==> src/rtl/rec_ma_mc.sv <==
// rec_ma_mc: multi-channel recursive moving-average filter.
//
// Several time-interleaved channels share one datapath. Each channel owns a
// WINDOW-deep delay line, a running sum, a write pointer and a fill counter.
// For every accepted sample the running sum is updated as
//   sum_new = sum - oldest + in_data
// and the output is sum_new divided by WINDOW (arithmetic right shift).
// The delay memory has no reset; instead a clear sweep writes zero into one
// entry per cycle after reset or after a clear pulse, and the block refuses
// input until the sweep has finished.
//
// Optional build macro: REC_MA_ROUND_EN
//   undefined : out_data = floor(sum_new / WINDOW)
//   defined   : out_data = floor((sum_new + WINDOW/2) / WINDOW)  (round half up)
//
// Ports:
//   clk        clock, rising edge
//   rst_n      synchronous active-low reset (starts a full clear sweep)
//   clear      synchronous pulse, restarts the clear sweep
//   in_valid   input sample valid
//   in_ready   high in RUN; a sample is accepted when in_valid && in_ready
//   in_ch      channel of the input sample
//   in_data    signed input sample
//   out_valid  one-cycle pulse, one cycle after each accepted valid-channel sample
//   out_ch     channel of the output sample (holds while out_valid is low)
//   out_data   signed windowed average (holds while out_valid is low)
//   out_primed channel has seen at least WINDOW samples since the last clear
//   err_ch     one-cycle pulse, one cycle after accepting a sample with in_ch >= CHANNELS
//
// Handshake: a transfer happens on a rising edge where in_valid && in_ready
// and clear is low. in_valid may be asserted at any time; in_ready does not
// depend on in_valid. There is no output back-pressure.

module rec_ma_mc #(
  parameter int DATA_W   = 16,
  parameter int LOG2_WIN = 3,
  parameter int CHANNELS = 4,
  parameter int CH_W     = 2
) (
  input  logic              clk,
  input  logic              rst_n,
  input  logic              clear,
  input  logic              in_valid,
  output logic              in_ready,
  input  logic [CH_W-1:0]   in_ch,
  input  logic [DATA_W-1:0] in_data,
  output logic              out_valid,
  output logic [CH_W-1:0]   out_ch,
  output logic [DATA_W-1:0] out_data,
  output logic              out_primed,
  output logic              err_ch
);

  localparam int WINDOW = 1 << LOG2_WIN;
  localparam int DEPTH  = CHANNELS * WINDOW;
  localparam int ACC_W  = DATA_W + LOG2_WIN;
  localparam int PTR_W  = (LOG2_WIN > 0) ? LOG2_WIN : 1;
  localparam int CNT_W  = LOG2_WIN + 1;
  localparam int ADDR_W = (DEPTH > 1) ? $clog2(DEPTH) : 1;
  localparam int CIDX_W = (CHANNELS > 1) ? $clog2(CHANNELS) : 1;

  localparam logic [CH_W:0]    CH_LIMIT  = (CH_W + 1)'(CHANNELS);
  localparam logic [ADDR_W-1:0] LAST_IDX = ADDR_W'(DEPTH - 1);
  localparam logic [PTR_W-1:0] PTR_LAST  = PTR_W'(WINDOW - 1);
  localparam logic [CNT_W-1:0] CNT_FULL  = CNT_W'(WINDOW);

  typedef enum logic {S_CLEAR, S_RUN} state_t;

  state_t              state;
  logic [ADDR_W-1:0]   sweep_idx;

  // Delay memory: channel c occupies entries c*WINDOW .. c*WINDOW+WINDOW-1.
  logic [DATA_W-1:0]       delay_mem [DEPTH];
  logic signed [ACC_W-1:0] sum_q     [CHANNELS];
  logic [PTR_W-1:0]        ptr_q     [CHANNELS];
  logic [CNT_W-1:0]        cnt_q     [CHANNELS];

  logic                    accept;
  logic                    ch_ok;
  logic                    acc_ok;
  logic                    acc_bad;
  logic [CIDX_W-1:0]       ch_idx;
  logic [PTR_W-1:0]        ptr_cur;
  logic [PTR_W-1:0]        ptr_next;
  logic [CNT_W-1:0]        cnt_cur;
  logic [CNT_W-1:0]        cnt_new;
  logic [ADDR_W-1:0]       rw_addr;
  logic [DATA_W-1:0]       old_val;
  logic signed [ACC_W-1:0] sum_new;
  logic [DATA_W-1:0]       avg;

  // Out-of-range channels are steered to index 0 only so that the array
  // reads below stay in bounds; nothing is written for them.
  assign ch_ok   = ({1'b0, in_ch} < CH_LIMIT);
  assign ch_idx  = ch_ok ? in_ch[CIDX_W-1:0] : '0;
  assign accept  = in_valid && in_ready && !clear;
  assign acc_ok  = accept && ch_ok;
  assign acc_bad = accept && !ch_ok;

  assign ptr_cur  = ptr_q[ch_idx];
  assign ptr_next = (ptr_cur == PTR_LAST) ? '0 : ptr_cur + 1'b1;
  assign cnt_cur  = cnt_q[ch_idx];
  assign cnt_new  = (cnt_cur == CNT_FULL) ? cnt_cur : cnt_cur + 1'b1;

  assign rw_addr = ADDR_W'(ch_idx) * ADDR_W'(WINDOW) + ADDR_W'(ptr_cur);
  assign old_val = delay_mem[rw_addr];

  // Sum, pointer and counter are updated on the accepting edge, so a
  // same-channel sample on the very next cycle already sees the new values.
  assign sum_new = sum_q[ch_idx] - ACC_W'($signed(old_val)) + ACC_W'($signed(in_data));

`ifdef REC_MA_ROUND_EN
  // (WINDOW >> 1) is 2**(LOG2_WIN-1), and 0 when LOG2_WIN = 0.
  localparam logic signed [ACC_W:0] RND = (ACC_W + 1)'(WINDOW >> 1);
  logic signed [ACC_W:0] sum_rnd;
  assign sum_rnd = {sum_new[ACC_W-1], sum_new} + RND;
  assign avg     = sum_rnd[DATA_W+LOG2_WIN-1:LOG2_WIN];
`else
  // Arithmetic shift then truncation to DATA_W is exactly this slice.
  assign avg = sum_new[DATA_W+LOG2_WIN-1:LOG2_WIN];
`endif

  // Delay memory: written by the clear sweep or by an accepted sample.
  always_ff @(posedge clk) begin
    if (rst_n) begin
      if (state == S_CLEAR) begin
        delay_mem[sweep_idx] <= '0;
      end else if (acc_ok) begin
        delay_mem[rw_addr] <= in_data;
      end
    end
  end

  // Control FSM, per-channel state and registered outputs.
  always_ff @(posedge clk) begin
    if (!rst_n) begin
      state      <= S_CLEAR;
      sweep_idx  <= '0;
      in_ready   <= 1'b0;
      out_valid  <= 1'b0;
      out_ch     <= '0;
      out_data   <= '0;
      out_primed <= 1'b0;
      err_ch     <= 1'b0;
      for (int i = 0; i < CHANNELS; i++) begin
        sum_q[i] <= '0;
        ptr_q[i] <= '0;
        cnt_q[i] <= '0;
      end
    end else begin
      out_valid <= acc_ok;
      err_ch    <= acc_bad;

      if (acc_ok) begin
        sum_q[ch_idx] <= sum_new;
        ptr_q[ch_idx] <= ptr_next;
        cnt_q[ch_idx] <= cnt_new;
        out_ch        <= in_ch;
        out_data      <= avg;
        out_primed    <= (cnt_new == CNT_FULL);
      end

      if (clear) begin
        state     <= S_CLEAR;
        sweep_idx <= '0;
        in_ready  <= 1'b0;
        for (int i = 0; i < CHANNELS; i++) begin
          sum_q[i] <= '0;
          ptr_q[i] <= '0;
          cnt_q[i] <= '0;
        end
      end else begin
        case (state)
          S_CLEAR: begin
            sweep_idx <= sweep_idx + 1'b1;
            if (sweep_idx == LAST_IDX) begin
              sweep_idx <= '0;
              state     <= S_RUN;
              in_ready  <= 1'b1;
            end
          end
          S_RUN: begin
            in_ready <= 1'b1;
          end
          default: begin
            state    <= S_CLEAR;
            in_ready <= 1'b0;
          end
        endcase
      end
    end
  end

endmodule

==> config.mk <==
export PLATFORM = sky130hd
export DESIGN_NAME = rec_ma_mc
export DESIGN_NICKNAME = d
export VERILOG_FILES = /design/src/rtl/rec_ma_mc.sv
export SDC_FILE = /design/constraint.sdc
export NUM_CORES = 1
export LEC_CHECK = 0
export ABC_AREA = 1
export BUFFER_PORTS_ARGS = -buffer_cell sky130_fd_sc_hd__buf_2
export CORE_AREA = 2 2 235 237
export CTS_CLUSTER_DIAMETER = 80
export CTS_CLUSTER_SIZE = 8
export DETAILED_ROUTE_END_ITERATION = 8
export DIE_AREA = 0 0 237 239
export PLACE_DENSITY = 0.73
export SLEW_MARGIN = 40
export SYNTH_ARGS = -nofsm -noshare
export SYNTH_HDL_FRONTEND = slang
export SYNTH_SLANG_ARGS = --single-unit
==> constraint.sdc <==
create_clock -name clk -period 3.9 [get_ports clk]
set_input_delay 0.39 -clock clk [delete_from_list [all_inputs] [get_ports clk]]
set_output_delay 0.39 -clock clk [all_outputs]
set_load 0.01 [all_outputs]
== After elaboration in Yosys (flattened, before gate mapping) ==
Memories as Yosys holds them, arrays and structs flattened.
Cells that the tools add are included.

* Mux-type cells: 44
* Eq/ne operators: 5
* Bitwise operators: 14
* Reduce and logical (&&, ||, !) cells: 8
* $add $sub $neg: 6

{| class="wikitable"
|+ Operators by type and width
! operator !! count
|-
| $mux 19 || 5
|-
| $mux 4 || 6
|-
| $mux 1 || 20
|-
| $add 19x16->19 || 1
|-
| $reduce_or 19->1 || 1
|-
| $sub 19x16->19 || 1
|-
| $mux 3 || 6
|-
| $mux 16 || 1
|-
| $reduce_or 16->1 || 1
|-
| $or 1x1->1 || 12
|-
| $mux 5 || 2
|-
| $eq 4x4->1 const B || 2
|-
| $mux 2 || 3
|-
| $add 5x1->5 const B || 1
|-
| $add 5x3->5 || 1
|-
| $eq 5x5->1 const B || 1
|-
| $add 4x1->4 const B || 1
|-
| $reduce_or 4->1 || 1
|-
| $add 3x1->3 const B || 1
|-
| $eq 3x3->1 const B || 1
|-
| $reduce_or 3->1 || 1
|-
| $logic_and 1x1->1 || 2
|-
| $ne 2x1->1 const B || 1
|-
| $not 1->1 || 2
|-
| other kinds (3) || 3
|}

* Word-level logic and storage cells: 88
* Memories: 4
* Input bits: 22
* RAM bits: 616
* Output and inout port bits: 22
* Register bits after elaboration: 27

{| class="wikitable"
|+ Memories
! name !! words !! width !! rd ports !! clocked after Yosys merged registers in !! write ports !! RTL line !! source
|-
| delay_mem || 32 || 16 || 1 || 0 || 1 || 73 || <nowiki>logic [DATA_W-1:0] delay_mem [DEPTH];</nowiki>
|-
| sum_q || 4 || 19 || 1 || 0 || 4 || 74 || <nowiki>logic signed [ACC_W-1:0] sum_q [CHANNELS];</nowiki>
|-
| cnt_q || 4 || 4 || 1 || 0 || 4 || 76 || <nowiki>logic [CNT_W-1:0] cnt_q [CHANNELS];</nowiki>
|-
| ptr_q || 4 || 3 || 1 || 0 || 4 || 75 || <nowiki>logic [PTR_W-1:0] ptr_q [CHANNELS];</nowiki>
|}

== Depth between registers and ports, before layout ==
* Depth in word-level cells: 8
* Gate-level depth with buffers: 29
* Gate-level depth less buffers: 26

== Least setup slack after synthesis ==
No wires, ideal clock.

* Kind: in2reg
* Start point: in in_ch[0]
* End point: mem sum_q[0][16] (netlist name), data pin
* Arrival: 3.432 ns
* Required time: 3.634 ns
* Setup time: 0.266 ns
* Stages: 20
* Path buffers: 2
* Path slack: 0.202 ns
* Cell sequence: buf_2 > nor2_2 > inv_1 > o21ai_1 > nor2_4 > clkinv_4 > buf_2 > nand3_1 > nand3_1 > nand2_1 > nor2_1 > fa_1 > ha_1 > a21o_1 > o21bai_1 > a21oi_1 > nand2_1 > nand2_1 > and2_1 > nor2_1

{| class="wikitable"
|+ RTL lines
! item !! RTL line !! source
|-
| from (decl) || 45 || <nowiki>input logic [CH_W-1:0] in_ch,</nowiki>
|-
| to (decl) || 74 ||
|}

==> flow_results.org <==
** Status
- The run finished, with violations left.
- Violated checks :: setup timing

** Floorplan
- Row cnt :: 86
- Starting utilization of the core area :: 0.543
- For this design the top-level I/O count stands at 44.
- The region available for standard cell placement spans 0.0543 mm².
- The floorplan step defined a die boundary enclosing 0.0566 mm².
- From left edge to right edge, the die measures 237 µm.
- The floorplan step set the die height to 239 µm.

** Logic synthesis
- Of the synthesized area, sequential elements account for 0.645.
- Top FF cell, synth :: edfxtp_1
- Share of flip-flops with an asynchronous set or reset after synthesis :: 0
- Of the post-synthesis cell area, the dominant cell type holds 0.627.
- The netlist uses 44 different library cells.
- When the netlist entered floorplanning its net count stood at 2846.
- After synthesis, the mean cell area works out to 10.6 µm².
- Most area-consuming cells after synthesis :: edfxtp_1 (63%), nand3_1 (8.9%), nand2_1 (6.5%)
- The Yosys step of the flow raised 0 warnings.
- Largest area contributor in the synthesized netlist :: edfxtp_1
- Commonest cells post-synth :: edfxtp_1 (616), nand3_1 (524), nand2_1 (513)
- Number of storage elements in the synthesis netlist :: 643
- The cell count after synthesis came out at 2781.
- EDFF count, synth :: 616
- Dominant cell by count in the synthesized netlist :: edfxtp_1
- After synthesis the cells add up to 0.0295 mm².

** Global routing
- Maximum number of pins on one net before global-route repair :: 39
- The number of global-route vias before repair came to 22600.
- Number of antenna violations at the first check in global routing :: 0
- The total overflow left after global routing is 0.
- First-pass GRT wire length :: 133000 µm
- GRT Total Usage :: 0.313

** Clock network
- Clock tree buffer depth :: 3
- CTS placed an instance of clkbuf_16 at the clock tree root.
- Clock tree from TritonCTS :: built
- Depth of the CTS H-tree :: 3
- After clock tree synthesis, the clock-pin slew on the worst setup and hold paths is 0.05 ns.
- Num CTS Buffers :: 90
- Clk_lat worst skew :: 0.63 ns
- Number of sinks on the clock net :: 643

** STA
- Between clock sinks in the finished design, the worst skew comes to 0.0255 ns.
- Actual slew at the worst max-slew pin :: 0.711 ns
- Max frequency :: 249 MHz
- The number of hold violations in the final report is 0.
- Final-layout worst hold slack :: 0.0697 ns
- In this run the tightest slew margin relative to its limit is 0.525.
- Setup-violating endpoint count in the final report :: 18
- Setup slack of the critical path after layout :: -0.111 ns
- The max-slew violation total from the final report was 0.
- Setup TNS :: -0.867 ns
- The worst path in the final design needs a cycle of 4.01 ns, including I/O delays and setup.
- Of the available clock period, the critical path in the final layout requires 1.03.
- RSZ-0062 raised after global routing :: true

** Detailed routing
- In the routed layout, each cell is associated on average with a via count of 5.96.
- For this block, the via count after detailed routing is 22900.
- After the first detailed-routing iteration, the DRC count stood at 2914.
- DRC violations left :: 0
- Number of antenna-violating nets in the routed design :: 0
- Detailed Route WL :: 91800 µm
- Average wire length per cell after detail routing :: 23.9 µm
- Total iterations of the first detailed-routing run :: 7

** Run
- Max-capacitance violation count :: 0

** Place
- HPWL after detailed placement :: 52500 µm
- Buffers placed on the I/O ports in this run total 42.
- At the end of routability-driven placement, the weighted congestion stood at 0.920.
- The placed instances occupy a cell area of 0.0325 mm².

** Setup path
- Along the worst path, the maximum fanout reaches 26.
- The critical path is of the flip-flop to flip-flop type.
- Critical path startpoint category :: flip-flop
- Critical Path AT :: 4.47 ns
- At the worst endpoint, the required time is 4.36 ns.
- STA classifies the critical path endpoint as a flip-flop.

** Finish
- The finished cells cover 0.0377 mm².
- Post-Route Utilization :: 0.694
- Diode insertion count for antenna repair :: 0
- Post-layout nets :: 3177
- The area growth from synthesis to layout is 27.8%.
- Ratio of cells with drive above 1 in the final layout :: 0.254

** Power
- In this run the power density over the cells is 496 mW/mm².
- In this run the static leakage power is 16.0 nW.
- The share of total power dissipated in the clock network is 0.378.
- Power share of the sequential group :: 0.404
- Maximum vdd ir drop :: 0.354 mV
- Switching Power :: 5.13 mW
- The internal power of the cells totals 13.6 mW.
- Of the total power, the share spent switching nets is 0.274.
- Part of the power in combinational logic :: 0.218

** Hold path
- Worst min path class :: input pin to flip-flop
-- power by group through the flow --
| stage | clock [mW] | sequential, mW | combinational, mW |
|---|---|---|---|
| 2_1_floorplan | 0 | 7.68 | 1.64 |
| 3_3_place_gp | 0 | 7.69 | 2.89 |
| 3_5_place_dp | 0 | 7.69 | 2.94 |
| 4_1_cts | 7.09 | 7.56 | 3.41 |
| 5_1_grt | 7.37 | 7.56 | 4.31 |
| 6_report | 7.06 | 7.56 | 4.08 |
-- stage by stage --
stage	total power [mW]	setup slack [ns]	std cells
2_1_floorplan	9.32	0.202	2781
3_3_place_gp	10.6	-0.599	3661
3_5_place_dp	10.6	-0.695	3661
4_1_cts	18.1	-0.0108	3813
5_1_grt	19.2	-0.210	3848
6_report	18.7	-0.111	3848
-- final timing paths --
check | from | to | slack (ns) | cells after the start
max reg2reg | ptr_q[3][0] | sum_q[1][18] | -0.11 | 21
min reg2reg | sweep_idx[3] | sweep_idx[3] | 0.47 | 2
max | ptr_q[3][0] | sum_q[1][18] | -0.11 | 21
min | rst_n | out_ch[1] | 0.07 | 3
-- state kept, by name, indices dropped and copies added (netlist names) --
name / flops
cnt_q: 16
in_ready: 1
out_ch: 2
out_data: 16
ptr_q: 12
sum_q: 76
out_valid: 1
sweep_idx: 5
out_primed: 1
delay_mem: 512
state: 1
-- placed cells by master (no fill, tap or decap), types with 6 or more instances in the layout --
master and count:
dfxtp_1 27, nand3_1 402, o21ai_0 6, ha_4 16, and2_4 9, nand3b_1 190, nor2_2 30, nand3_2 116
inv_2 14, edfxtp_1 616, o21ai_2 6, buf_16 17, buf_12 46, nand3_4 12, a22oi_1 21, o21ai_1 7
buf_2 42, buf_4 248, a21oi_2 11, clkbuf_16 105, nor2_4 16, nand2_2 47, inv_1 343, buf_6 18
ha_1 7, o22ai_1 6, nand2_1 457, fa_1 13, nand2_4 10, a21oi_1 17, nor2_1 176, clkbuf_1 25
-- metal layers --
metal	routed length, µm	vias up	part of all wire	GRT usage
met2	43200	1488	0.47	0.500
met1	33600	11100	0.37	0.409
met4	4500	0	0.049	0.148
li1	-	10100	-	-
met3	10500	304	0.11	0.0727
met5	0	-	0	0
-- timing repair --
action | CTS | global route
gates resized for setup | 127 | 257
pin swaps | 17 | 96
cloned | 15 | 13
hold buffers | 0 | 0
setup endpoints to repair | 74 | 82
buffers inserted | 13 | 24
-- cell families (layout without fill, tap and decap cells) --
logic type | Yosys count | count (layout) | share of synthesized area
other cells | 1 | 1 | 0.000127
xor+xnor | 9 | 9 | 0.00292
simple gates | 1481 | 1482 | 0.239
flops | 643 | 643 | 0.645
compound gates | 88 | 88 | 0.0185
buf+inv | 516 | 878 | 0.0718
fa+ha+maj | 43 | 43 | 0.0228
-- critical path: stages (launching register included) --
cell      delay, ns
edfxtp_1       0.38
nand2_2        0.11
nand3_4        0.16
nand2_8        0.20
buf_4          0.15
buf_6          0.22
nand2_1        0.07
nand3_1        0.09
nand3_1        0.15
nand3_2        0.14
nand2_4        0.10
nor2_4         0.15
buf_6          0.14
fa_2           0.45
ha_4           0.30
buf_4          0.13
nand4_1        0.17
nor3_2         0.18
nand2_2        0.13
nand2_1        0.10
nand2_2        0.09
a21oi_1        0.18
-- final cells by class --
class                      instances  area, µm²
sequential                       643      19000
clock inverter                     6       71.3
multi-input combinational       1623       9800
tap                              704        881
fill                            3573      16600
timing repair buffer             391       4130
clock buffer                     118       2410
inverter                         363       1400
(Power assumes the default switching activity.)
